File: config.mk
export PLATFORM = sky130hd
export DESIGN_NAME = logic_op_arbiter
export DESIGN_NICKNAME = d
export VERILOG_FILES = /design/src/rtl/logic_op_pkg.sv /design/src/rtl/logic_op_unit.sv /design/src/rtl/logic_op_arbiter.sv
export SDC_FILE = /design/constraint.sdc
export NUM_CORES = 1
export LEC_CHECK = 0
export ABC_AREA = 1
export BUFFER_PORTS_ARGS = -buffer_cell sky130_fd_sc_hd__buf_2
export CORE_MARGIN = 2
export CORE_UTILIZATION = 25
export DETAILED_ROUTE_END_ITERATION = 12
export HOLD_SLACK_MARGIN = 0.02
export PLACE_DENSITY = 0.56
export SKIP_CTS_REPAIR_TIMING = 1
export SYNTH_ARGS = -nofsm -noshare
export SYNTH_HDL_FRONTEND = slang
export SYNTH_HIERARCHICAL = 1
export SYNTH_SLANG_ARGS = --single-unit
File: constraint.sdc
create_clock -name clk -period 2.54 [get_ports clk]
set_input_delay 0.381 -clock clk [delete_from_list [all_inputs] [get_ports clk]]
set_output_delay 0.381 -clock clk [all_outputs]
set_load 0.03 [all_outputs]
File: src/rtl/logic_op_pkg.sv
// logic_op_pkg: shared op encoding and response-slot state for the logic-op arbiter.
package logic_op_pkg;
    typedef enum logic [1:0] {
        OP_AND  = 2'd0,
        OP_OR   = 2'd1,
        OP_XOR  = 2'd2,
        OP_XNOR = 2'd3
    } op_e;
    typedef enum logic {
        EMPTY = 1'b0,
        FULL  = 1'b1
    } state_e;
endpackage

File: src/rtl/logic_op_unit.sv
// logic_op_unit: combinational bitwise AND/OR/XOR/XNOR of two WIDTH-bit operands.
module logic_op_unit
    import logic_op_pkg::*;
#(
    parameter int WIDTH = 8
) (
    input  op_e              op_i,
    input  logic [WIDTH-1:0] a_i,
    input  logic [WIDTH-1:0] b_i,
    output logic [WIDTH-1:0] y_o
);
    always_comb begin
        y_o = op_i == OP_AND ? a_i & b_i :
              op_i == OP_OR  ? a_i | b_i :
              op_i == OP_XOR ? a_i ^ b_i : ~(a_i ^ b_i);
    end
endmodule

File: src/rtl/logic_op_arbiter.sv
// logic_op_arbiter: round-robin sharing of one logic_op_unit among NREQ requesters,
// with a single registered result slot returned over a valid/ready port.
module logic_op_arbiter
    import logic_op_pkg::*;
#(
    parameter  int NREQ  = 4,
    parameter  int WIDTH = 8,
    localparam int IDW   = $clog2(NREQ)
) (
    input  logic                  clk,
    input  logic                  rst,
    input  logic [NREQ-1:0]       req_valid,
    input  logic [2*NREQ-1:0]     req_op,
    input  logic [WIDTH*NREQ-1:0] req_a,
    input  logic [WIDTH*NREQ-1:0] req_b,
    output logic [NREQ-1:0]       req_ready,
    output logic                  rsp_valid,
    input  logic                  rsp_ready,
    output logic [IDW-1:0]        rsp_id,
    output logic [WIDTH-1:0]      rsp_data,
    output logic                  busy
);
    state_e           state_q, state_d;
    logic [IDW-1:0]   rr_ptr_q, rr_ptr_d;
    logic [IDW-1:0]   id_q;
    logic [WIDTH-1:0] data_q;
    logic [IDW-1:0]   win_id;
    logic             found;
    logic             accept;
    op_e              win_op;
    logic [WIDTH-1:0] win_a, win_b, win_y;

    // Scan from rr_ptr upward, wrapping at NREQ so non-power-of-2 counts never overflow.
    always_comb begin
        found  = 1'b0;
        win_id = '0;
        for (int k = 0; k < NREQ; k++) begin
            if (!found && req_valid[(int'(rr_ptr_q) + k) % NREQ]) begin
                found  = 1'b1;
                win_id = IDW'((int'(rr_ptr_q) + k) % NREQ);
            end
        end
    end

    always_comb begin
        accept    = found && (state_q == EMPTY || rsp_ready) && !rst;
        req_ready = accept ? NREQ'(1) << win_id : '0;
        rr_ptr_d  = win_id == IDW'(NREQ - 1) ? '0 : win_id + 1'b1;
        win_op    = op_e'(req_op[2*win_id +: 2]);
        win_a     = req_a[WIDTH*win_id +: WIDTH];
        win_b     = req_b[WIDTH*win_id +: WIDTH];
        state_d   = accept ? FULL : (state_q == FULL && rsp_ready) ? EMPTY : state_q;
    end

    logic_op_unit #(.WIDTH(WIDTH)) u_unit (
        .op_i(win_op),
        .a_i (win_a),
        .b_i (win_b),
        .y_o (win_y)
    );

    always_ff @(posedge clk) begin
        if (rst) begin
            state_q  <= EMPTY;
            rr_ptr_q <= '0;
            id_q     <= '0;
            data_q   <= '0;
        end else begin
            state_q <= state_d;
            if (accept) begin
                rr_ptr_q <= rr_ptr_d;
                id_q     <= win_id;
                data_q   <= win_y;
            end
        end
    end

    assign rsp_valid = state_q == FULL;
    assign rsp_id    = id_q;
    assign rsp_data  = data_q;
    assign busy      = rsp_valid;
endmodule

Yosys cells after proc, flatten, opt, wreduce, memory -nomap -nowiden

Cells that the tools add are included.

Register bits after elaboration: 13
Bits of input ports: 79
Logic and storage cells: 69

Add/sub/neg operators: 4
$lt $le $gt $ge: 4
Equal/unequal tests: 3
Shift-type cells: 4
Multiplexer cells: 26
Bitwise operators: 8
Reduce and logical (&&, ||, !) cells: 16

Operators with widths:

| cell                                                        | count |
|---|---|
| variable part select 32 x 6 -> 8 bit                        | 2 |
| two-way mux 8 bit                                           | 3 |
| two-way mux 1 bit                                           | 13 |
| less-than comparator 3 x 4 -> 1 bit (second input constant) | 3 |
| two-way mux 2 bit                                           | 5 |
| AND 8 bit                                                   | 1 |
| binary-select mux 1 bit (select 2 bit)                      | 4 |
| NOT 8 bit                                                   | 1 |
| bitwise OR 8 bit                                            | 1 |
| variable part select 8 x 4 -> 2 bit                         | 1 |
| XOR 8 bit                                                   | 1 |
| logical AND 1 bit                                           | 6 |
| OR reduction 2 bit                                          | 3 |
| adder 2 x 1 -> 2 bit (second input constant)                | 2 |
| adder 2 bit (second input constant)                         | 2 |
| == test 2 bit (second input constant)                       | 2 |
| zero test 1 bit                                             | 4 |
| two-way mux 4 bit                                           | 1 |
| << shifter 1 x 2 -> 4 bit (first input constant)            | 1 |
| AND 1 bit (first input constant)                            | 3 |
| less-than comparator 2 x 3 -> 1 bit (second input constant) | 1 |
| == test 2 x 1 -> 1 bit (second input constant)              | 1 |
| zero test 2 bit                                             | 1 |
| nonzero test 2 bit                                          | 1 |
| 2 further kinds                                             | 2 |

Depth between registers and ports, before layout

Gate-level depths: netlist of run 1.

Word-level depth: 20
Mapped depth: 24
Depth with buffers taken out: 23

Hierarchy

Netlist of run 1, hierarchy kept.

Modules (own cells, without submodules):

| module           | instances | cells each | area an instance (sq um) | sequential area each (sq um) |
|---|---|---|---|---|
| logic_op_arbiter | 1         | 303        | 1609.0                   | 260.2 |
| logic_op_unit    | 1         | 102        | 578.1                    | 0.0 |

Least setup slack after synthesis of run 1

Ideal clock, no wire load.

Path type: flip-flop to output port
Start: register rr_ptr_q[0]
End: output port req_ready[0]
Arrival: 1.930 ns
Setup slack: 0.229 ns
Stages on the path, launching flop included: 11
Cell sequence: dfxtp_1 buf_6 nand2_2 nand3_1 nand2_2 nor2_4 nand3_2 nand3_4 inv_4 buf_2 nor3_1

Word-level cells in the longest chain between the ends: 15

RTL lines:

| item                                                                           | RTL line                                       | source |
|---|---|---|
| start: declaration                                                             | logic_op_arbiter.sv:24                         | `logic [IDW-1:0] rr_ptr_q, rr_ptr_d;` |
| start signal: assignment                                                       | logic_op_arbiter.sv:71                         | `rr_ptr_q <= rr_ptr_d;` |
| adder 2 x 1 -> 2 bit or binary-select mux 1 bit (select 2 bit) (tied branches) | logic_op_arbiter.sv:38, logic_op_arbiter.sv:40 |  |
| binary-select mux 1 bit (select 2 bit) or two-way mux 1 bit (tied branches)    | logic_op_arbiter.sv:38                         | `if (!found && req_valid[(int'(rr_ptr_q) + k) % NREQ]) begin` |
| two-way mux 1 bit (implied by the code)                                        | logic_op_arbiter.sv:38                         |  |
| two-way mux 1 bit (implied by the code) or zero test 1 bit (tied branches)     | logic_op_arbiter.sv:38                         |  |
| logical AND 1 bit                                                              | logic_op_arbiter.sv:38                         |  |
| two-way mux 1 bit                                                              | logic_op_arbiter.sv:38                         |  |
| zero test 1 bit                                                                | logic_op_arbiter.sv:38                         |  |
| logical AND 1 bit                                                              | logic_op_arbiter.sv:38                         |  |
| two-way mux 1 bit                                                              | logic_op_arbiter.sv:38                         |  |
| zero test 1 bit                                                                | logic_op_arbiter.sv:38                         |  |
| logical AND 1 bit                                                              | logic_op_arbiter.sv:38                         |  |
| two-way mux 1 bit                                                              | logic_op_arbiter.sv:38                         |  |
| logical AND 1 bit (2 in series)                                                | logic_op_arbiter.sv:46                         | `accept = found && (state_q == EMPTY \|\| rsp_ready) && !rst;` |
| two-way mux 4 bit *                                                            | logic_op_arbiter.sv:47                         | `req_ready = accept ? NREQ'(1) << win_id : '0;` |
| end: declaration                                                               | logic_op_arbiter.sv:16                         | `output logic [NREQ-1:0] req_ready,` |

Every way passes the cells marked *; elsewhere a longest branch is shown, timed or not. The select of a mux whose other input is x is not followed.

Worst setup path after layout of run 1

Start: register rr_ptr_q[0]
End: register data_q[6] (netlist: rsp_data[6])

Word-level cells in the longest chain between the ends: 18

RTL lines:

| item                                                                           | RTL line                                       | source |
|---|---|---|
| adder 2 x 1 -> 2 bit or binary-select mux 1 bit (select 2 bit) (tied branches) | logic_op_arbiter.sv:38, logic_op_arbiter.sv:40 |  |
| binary-select mux 1 bit (select 2 bit) or two-way mux 1 bit (tied branches)    | logic_op_arbiter.sv:38                         |  |
| two-way mux 1 bit (implied by the code)                                        | logic_op_arbiter.sv:38                         |  |
| two-way mux 1 bit (implied by the code) or zero test 1 bit (tied branches)     | logic_op_arbiter.sv:38                         |  |
| logical AND 1 bit                                                              | logic_op_arbiter.sv:38                         |  |
| two-way mux 1 bit                                                              | logic_op_arbiter.sv:38                         |  |
| zero test 1 bit                                                                | logic_op_arbiter.sv:38                         |  |
| logical AND 1 bit                                                              | logic_op_arbiter.sv:38                         |  |
| [... 4 more ...]                                                               | --                                             |  |
| variable part select 32 x 6 -> 8 bit *                                         | logic_op_arbiter.sv:51                         | `win_b = req_b[WIDTH*win_id +: WIDTH];` |
| named net win_b[6]                                                             | logic_op_arbiter.sv:31                         | `logic [WIDTH-1:0] win_a, win_b, win_y;` |
| XOR 8 bit                                                                      | logic_op_unit.sv:15                            | `op_i == OP_XOR ? a_i ^ b_i : ~(a_i ^ b_i);` |
| NOT 8 bit                                                                      | logic_op_unit.sv:15                            |  |
| two-way mux 8 bit                                                              | logic_op_unit.sv:15                            |  |
| two-way mux 8 bit                                                              | logic_op_unit.sv:14                            | `op_i == OP_OR ? a_i \| b_i :` |
| two-way mux 8 bit *                                                            | logic_op_unit.sv:13                            | `y_o = op_i == OP_AND ? a_i & b_i :` |
| named net win_y[6]                                                             | logic_op_arbiter.sv:31                         |  |
| end signal: assignment                                                         | logic_op_arbiter.sv:73                         | `data_q <= win_y;` |
| end: declaration                                                               | logic_op_arbiter.sv:26                         | `logic [WIDTH-1:0] data_q;` |

Mark *: on every way through the listed nets, which the timed path passes. The rest lies on a longest branch. The select of a mux whose other input is x is not followed.
A chain may end at the register's enable or synchronous reset.

==> results summary, run 1 <==
The post-synthesis area per instance is 5.40 µm². Leaving out fill and tap cells, the most frequent cell in the layout is sky130_fd_sc_hd__nand2_1. The global-route wire length before repair is 10400 µm. The relative area change from synthesis to final layout is 53.0%.

The number of distinct library cell variants in the gate-level netlist after synthesis is 23. Traced cell by cell, the critical path runs through inv_4 > nand2_1 > nand2_4 > nor2_1 > nor2_2 > nand3_4 > nand3_4 > buf_12 > buf_6 > nand2_2 > nand2_1 > nand2_1 > nand2_1 > inv_1 > ha_1 > nand2_1 > nand2_1 > nand2_1 > nand2_1 > nand2_1 > nand2_1 > nand2_1. The register bit count reported by yosys is 13. The weighted congestion at the end of routability-driven global placement came out at 0.813. The fraction of synthesized cell area taken by the top area cell type came out at 0.403. The vias per cell came out at 4.28. The sum of buffers and inverters on the critical path came out at 4. In this run the critical register-to-register path is launched from rr_ptr_q[0]. The first detailed-routing pass took 4 iterations. The minimum setup slack among reg-to-reg paths is 0.05 ns. The library cells used most frequently in the layout, excluding fill and tap cells, are 208 x sky130_fd_sc_hd__nand2_1, 93 x sky130_fd_sc_hd__buf_2, 63 x sky130_fd_sc_hd__nand2_2, 30 x sky130_fd_sc_hd__buf_4, 23 x sky130_fd_sc_hd__inv_1.

The register area share after synthesis came out at 0.119. The number of setup violations in the final report came out at 0. The worst hold-check slack is 0.347 ns. The cell family contributing the most delay on the critical path is simple AND/OR/NAND/NOR gates. The worst-case headroom to the max-slew limit is 0.777.

The critical register-to-register path endpoint is rsp_data[6]. STA puts the critical path data required time at 2.67 ns. The wire length per cell came out at 10.8 µm. The root buffer cell is sky130_fd_sc_hd__clkbuf_8.

The maximum count of clock buffers along a single path came out at 2. The via total after detailed routing came out at 2721. The synthesized instance count came out at 405. The net count after synthesis is 500. The total inserted antenna cells is 0. TritonCTS built the clock tree. The worst hold path begins at rst. The layout filler cell count came out at 970.

The met3 wire length came out at 323 µm. The depth of the worst hold-timing path came out at 2. The initial antenna violation count is 0. The max-slew violation count came to 0. Setup repair after global routing could not meet its margin everywhere. The peak per-stage delay on the critical path came out at 0.36 ns. The data arrival time at the worst-slack endpoint came out at 2.63 ns.

The most numerous cell type found on the critical path is sky130_fd_sc_hd__nand2_1. The synthesized design spends more area on one cell type than any other, namely sky130_fd_sc_hd__nand2_1. The routed length on met2 came out at 3370 µm.

The number of CTS-inserted buffers came out at 3. After synthesis the cells add up to 2190 µm². The initial utilization of the core area, before any placement, comes to 0.255. The count of nets left with antenna violations once routing finished came out at 0. At the pin with the least slew margin, the transition time is 0.334 ns. The number of synthesis warnings came out at 6. The clock latency reported for the late side of the worst-skew pair is 0.23 ns. In this run, the number of DRC markers left after iteration 0 of detailed routing was 53. Among all stages on the critical path, the largest delay is contributed by sky130_fd_sc_hd__dfxtp_4.

The global router's overall resource usage came out at 0.126. The number of remaining DRC errors came out at 0. The clock transition at the registers of the reported paths came out at 0.05 ns.

The worst setup path is of the reg -> reg kind. Counting every sink on the clock net gives 13. Along the worst path, the maximum fanout reaches 9.

The max capacitance violation total is 0. The fraction of layout instances using a drive strength above 1 is 0.458. The via count of the first global-routing pass is 2483. The highest layer touched by signal routing is met4. The number of port buffers came out at 94.

The floorplan die area is 9510 µm². The final hold violation count is 0. The area inside the core boundary is 8590 µm². The top-level I/O count is 95. The x dimension of the die came out at 97.5 µm.

The aggregate routed wire length came out at 6850 µm. The worst setup path is launched from a flop. The HPWL after detailed placement is 4970 µm. Yosys attributes the largest share of cell area to sky130_fd_sc_hd__nand2_1 40%, sky130_fd_sc_hd__nand2_2 12%, sky130_fd_sc_hd__dfxtp_1 12%. The capturing element type of the critical path is a flop.

In this run the worst setup path begins at rr_ptr_q[0]. The vertical die dimension came out at 97.5 µm. The tightest min-delay check is of the in -> reg type. The number of H-tree levels is 1. The final period demand of the worst path is 2.49 ns. For hold timing, the worst endpoint is rsp_id[0]. The final layout contains 624 nets. Based on the critical path, the design can be clocked at up to 401 MHz. The total routed wire length on the met1 layer came out at 3120 µm. The flow ran to the end, and the final reports show no timing, DRC or antenna violations. Between clock sinks in the finished design, the worst skew comes to 0.000674 ns. The worst reg2reg path depth came out at 22. For this run the aggregate overflow at the end of global routing stands at 0. The share of the cycle needed by the critical path after routing came out at 0.982. The core occupancy in the finished layout is 0.389.

The placement row count came out at 34. The pin count of the biggest net entering global routing is 38.
[worst register-to-register path, stage by stage, from the launching register on]
cell                      delay, ns
sky130_fd_sc_hd__dfxtp_4       0.36
sky130_fd_sc_hd__inv_4         0.11
sky130_fd_sc_hd__nand2_1       0.09
sky130_fd_sc_hd__nand2_4       0.10
sky130_fd_sc_hd__nor2_1        0.07
sky130_fd_sc_hd__nor2_2        0.15
sky130_fd_sc_hd__nand3_4       0.11
sky130_fd_sc_hd__nand3_4       0.14
sky130_fd_sc_hd__buf_12        0.16
sky130_fd_sc_hd__buf_6         0.15
sky130_fd_sc_hd__nand2_2       0.05
sky130_fd_sc_hd__nand2_1       0.07
sky130_fd_sc_hd__nand2_1       0.05
sky130_fd_sc_hd__nand2_1       0.08
sky130_fd_sc_hd__inv_1         0.05
sky130_fd_sc_hd__ha_1          0.28
sky130_fd_sc_hd__nand2_1       0.05
sky130_fd_sc_hd__nand2_1       0.05
sky130_fd_sc_hd__nand2_1       0.05
sky130_fd_sc_hd__nand2_1       0.05
sky130_fd_sc_hd__nand2_1       0.05
sky130_fd_sc_hd__nand2_1       0.07
sky130_fd_sc_hd__nand2_1       0.05
[flip-flops by register name (all words and copies together), names as in the netlist]
register	cells
busy	1
rr_ptr_q	2
rsp_data	8
rsp_id	2
[kinds of logic (layout without fill, tap and decap cells)]
family | count (synthesis) | in the layout | share of synthesized area
AND/OR/NAND/NOR | 316 | 316 | 0.625
buffers and inverters | 55 | 178 | 0.152
adder cells (fa/ha/maj) | 16 | 16 | 0.0915
flip-flops | 13 | 13 | 0.119
AO/OA/AOI/OAI | 5 | 5 | 0.0120
[metal layers]
| layer | GRT usage | up-vias |
|---|---|---|
| met5 | 0 | - |
| met4 | 0.0128 | 0 |
| met3 | 0.0201 | 4 |
| met2 | 0.234 | 73 |
| met1 | 0.156 | 1183 |
| li1 | - | 1461 |
[layout make-up]
cell class	instances	area [µm²]	share of cell area
multi-input cells	337	1810	0.541
repair inverters	2	27.5	0.00823
flip-flops and latches	13	268	0.0800
repair buffers	135	906	0.271
clock buffers	4	45.0	0.0135
inverters	37	155	0.0464
well taps	108	135	0.0404
[metrics by stage]
step | area (µm²) | TNS, ns | setup WS, ns | instances
floorplan | 2190 | 0 | 0.229 | 405
global placement | 2840 | -0.0820 | -0.0408 | 617
detailed placement | 2840 | -0.613 | -0.120 | 617
CTS | 2880 | -0.829 | -0.146 | 621
global route | 3350 | -1.21 | -0.184 | 636
finish | 3350 | 0 | 0.0464 | 636
[Yosys cell counts, drive strengths merged]
library cell / count
a21oi: 3
o21ai: 1
ha: 16
nor3: 2
nand2: 277
nand3: 27
nor2: 9
a31oi: 1
clkinv: 1
clkbuf: 1
inv: 36
dfxtp: 13
nand4: 1
buf: 17
[worst max-delay path by stage]
stage                         endpoint  slack, ns  cells past startpoint
final                      rsp_data[6]       0.05                     22
after global routing       rsp_data[1]      -0.18                     24
after floorplan           req_ready[0]       0.23                     10
after global placement     rsp_data[5]      -0.04                     23
after detailed placement   rsp_data[5]      -0.12                     23
after CTS                  rsp_data[5]      -0.15                     22
Power of run 1 is not shown: default switching activity piles up to over one toggle a cycle in this logic, so the estimate is an artifact.
==> run 2: changes to the inputs <==
Settings changed: GPL_TIMING_DRIVEN from default to 0, SKIP_CTS_REPAIR_TIMING 1 to default.
==> results summary, run 2 (synthesis gave the netlist of run 1 again) <==
The fraction of layout instances using a drive strength above 1 is 0.521 (was 0.458). The total inserted antenna cells came out at 0 (unchanged). The effective utilization at floorplan came out at 0.255 (unchanged).

The hold path startpoint was rst (unchanged). The critical register-to-register path endpoint is rsp_data[6] (unchanged). The worst-path maximum fanout is 6 (was 9). The data arrival time at the worst-slack endpoint came out at 2.65 ns (was 2.63 ns). The final period demand of the worst path was 2.51 ns (was 2.49 ns). The largest clock skew in the final design is 0.00296 ns (was 0.000674 ns).

The flip-flop count of the largest register after layout came out at 8 (unchanged). The clock tree from TritonCTS is built (unchanged). The wire length per cell is 11.3 µm (was 10.8 µm). The depth of the worst hold-timing path came out at 2 (unchanged). The max-slew violation count came out at 0 (unchanged).

The data required time of the critical path is 2.68 ns (was 2.67 ns). Outcome: completed (unchanged). The number of port buffers is 94 (unchanged). The vias per cell is 4.29 (was 4.28).

The number of remaining DRC errors is 0 (unchanged). The via total after detailed routing came out at 2745 (was 2721). The startpoint-to-endpoint class of the critical path is reg -> reg (unchanged). The leftover overflow at the end of global routing is 0 (unchanged). The final setup TNS is 0 ns (unchanged). The launch instance of the worst register-to-register path is rr_ptr_q[0] (unchanged). The vertical die dimension is 97.5 µm (unchanged). The pin count of the biggest net entering global routing is 11 (was 38). The x dimension of the die came out at 97.5 µm (unchanged).

The via count of the first global-routing pass came to 2436 (was 2483). The number of CTS-inserted buffers came to 3 (unchanged). The placement row count is 34 (unchanged). The final hold violation count is 0 (unchanged). The worst min-delay path category is in -> reg (unchanged). The maximum operating frequency is 398 MHz (was 401 MHz). The aggregate routed wire length came out at 7200 µm (was 6850 µm). The number of detailed-routing iterations run before antenna repair is 4 (unchanged).

The worst-case headroom to the max-slew limit came out at 0.726 (was 0.777). The floorplan die area is 9510 µm² (unchanged). The initial detailed-routing violation count is 59 (was 53). The root buffer cell is sky130_fd_sc_hd__clkbuf_8 (unchanged). The slew at the pin with the worst max-slew slack is 0.411 ns (was 0.334 ns). The maximum count of clock buffers along a single path is 2 (unchanged). The worst reg2reg path depth is 24 (was 22). The number of hold buffers added after CTS was 0.

The most frequent standard cell in the layout excluding fill and tap cells was sky130_fd_sc_hd__nand2_1 (unchanged). The relative area change from synthesis to final layout came out at 63.3% (was 53.0%). The global router's overall resource usage is 0.133 (was 0.126). The destination of the worst hold path is rsp_id[1] (was rsp_id[0]). The startpoint type of the worst setup path is a flop (unchanged). The post-detailed-route count of antenna-violating nets came to 0 (unchanged). The clock transition at the registers of the reported paths came out at 0.06 ns (was 0.05 ns). The placed instance count came out at 607 (was 617). RSZ-0062 raised after global routing: true (unchanged). The sink count of the clock tree is 13 (unchanged). The number of setup violations in the final report was 0 (unchanged). The share of the cycle needed by the critical path after routing came out at 0.989 (was 0.982).

The max capacitance violation total came to 0 (unchanged). The minimum setup slack among reg-to-reg paths is 0.03 ns (was 0.05 ns). The clock latency reported for the late side of the worst-skew pair was 0.24 ns (was 0.23 ns). The capturing element type of the critical path is a flop (unchanged). The global-route wire length before repair is 10800 µm (was 10400 µm). The top-level I/O count came out at 95 (unchanged). The post-route non-filler standard cell count came out at 640 (was 636). Commonest cells after routing, fill and taps aside: 188 x sky130_fd_sc_hd__nand2_1, 95 x sky130_fd_sc_hd__buf_2, 76 x sky130_fd_sc_hd__nand2_2, 24 x sky130_fd_sc_hd__buf_4, 19 x sky130_fd_sc_hd__nand3_1 (was 208 x sky130_fd_sc_hd__nand2_1, 93 x sky130_fd_sc_hd__buf_2, 63 x sky130_fd_sc_hd__nand2_2, 30 x sky130_fd_sc_hd__buf_4, 23 x sky130_fd_sc_hd__inv_1). The weighted congestion at the end of routability-driven global placement came out at 0.806 (was 0.813). The area inside the core boundary is 8590 µm² (unchanged). The HPWL reported at the end of detailed placement came to 5140 µm (was 4970 µm). The final net count came out at 628 (was 624).

The number of H-tree levels came to 1 (unchanged). The initial antenna violation count is 0 (unchanged).
==> run 2: changes by cell type in the layout (fill, tap and decap cells not counted), moves of 3 or more <==
cell and delta:
sky130_fd_sc_hd__nand2_1 -20, sky130_fd_sc_hd__nand2_2 +13, sky130_fd_sc_hd__inv_1 -9, sky130_fd_sc_hd__inv_2 +7, sky130_fd_sc_hd__nand2_4 +7, sky130_fd_sc_hd__buf_4 -6
sky130_fd_sc_hd__buf_8 +4, sky130_fd_sc_hd__clkbuf_16 +3
==> run 2: layout make-up <==
type                            count  area, µm²
Fill cell                         952       5020
Sequential cell                    13        268
Buffer                             18        224
Clock buffer                        4       45.0
Timing Repair Buffer              122        801
Inverter                           37        161
Tap cell                          108        135
Timing Repair inverter              1       6.26
Multi-Input combinational cell    337       1930
==> run 2: worst max path at each step <==
stage | from | depth (start not counted) | end | slack (ns)
after floorplan | rr_ptr_q[0] | 10 | req_ready[0] | 0.23
after global placement | req_valid[0] | 22 | rsp_data[5] | -0.12
after detailed placement | req_valid[1] | 23 | rsp_data[5] | -0.16
after CTS | rr_ptr_q[0] | 23 | rsp_data[2] | 0.006
after global routing | rr_ptr_q[0] | 24 | rsp_data[7] | -0.19
final | rr_ptr_q[0] | 24 | rsp_data[6] | 0.03
==> run 2: worst max-delay path, stage by stage, from the launching register on <==
cell                        delay (ns)
sky130_fd_sc_hd__dfxtp_4          0.38
sky130_fd_sc_hd__buf_8            0.15
sky130_fd_sc_hd__nand2_4          0.05
sky130_fd_sc_hd__nand2_4          0.08
sky130_fd_sc_hd__nand2_2          0.06
sky130_fd_sc_hd__nand2_2          0.08
sky130_fd_sc_hd__nand2_4          0.07
sky130_fd_sc_hd__nand2_2          0.07
sky130_fd_sc_hd__nand2_2          0.06
sky130_fd_sc_hd__nand3_4          0.14
sky130_fd_sc_hd__buf_12           0.16
sky130_fd_sc_hd__clkbuf_16        0.15
sky130_fd_sc_hd__nand2_2          0.04
sky130_fd_sc_hd__nand2_1          0.07
sky130_fd_sc_hd__nand2_1          0.07
sky130_fd_sc_hd__nand2_2          0.09
sky130_fd_sc_hd__inv_2            0.05
sky130_fd_sc_hd__ha_4             0.25
sky130_fd_sc_hd__nand2_1          0.04
sky130_fd_sc_hd__nand2_1          0.05
sky130_fd_sc_hd__nand2_1          0.05
sky130_fd_sc_hd__nand2_1          0.05
sky130_fd_sc_hd__nand2_1          0.05
sky130_fd_sc_hd__nand2_1          0.06
sky130_fd_sc_hd__nand2_1          0.04
==> run 2: metrics by stage <==
| stage | util | setup slack, ns | hold WS [ns] | cell area, µm² |
|---|---|---|---|---|
| 6_report | 0.416 | 0.0287 | 0.338 | 3570 |
| 5_1_grt | 0.416 | -0.190 | 0.337 | 3570 |
| 4_1_cts | 0.342 | 0.00550 | 0.333 | 2940 |
| 3_5_place_dp | 0.325 | -0.159 | 0.457 | 2790 |
| 3_3_place_gp | 0.325 | -0.119 | 0.454 | 2790 |
| 2_1_floorplan | - | 0.229 | 0.450 | 2190 |
==> run 2: repair_timing <==
action,in CTS,in global routing
gates resized for setup,18,103
setup endpoints to repair,9,10
gates cloned,2,6
buffers inserted,3,18
pin swaps,2,70
==> run 2: layer usage <==
| metal | GRT usage | up-vias | part of all wire |
|---|---|---|---|
| li1 | - | 1478 | - |
| met1 | 0.179 | 1192 | 0.46 |
| met2 | 0.230 | 71 | 0.49 |
| met3 | 0.0144 | 4 | 0.044 |
| met4 | 0.0256 | 0 | 0.0047 |
| met5 | 0 | - | 0 |
Power of run 2 is left out for the same reason.
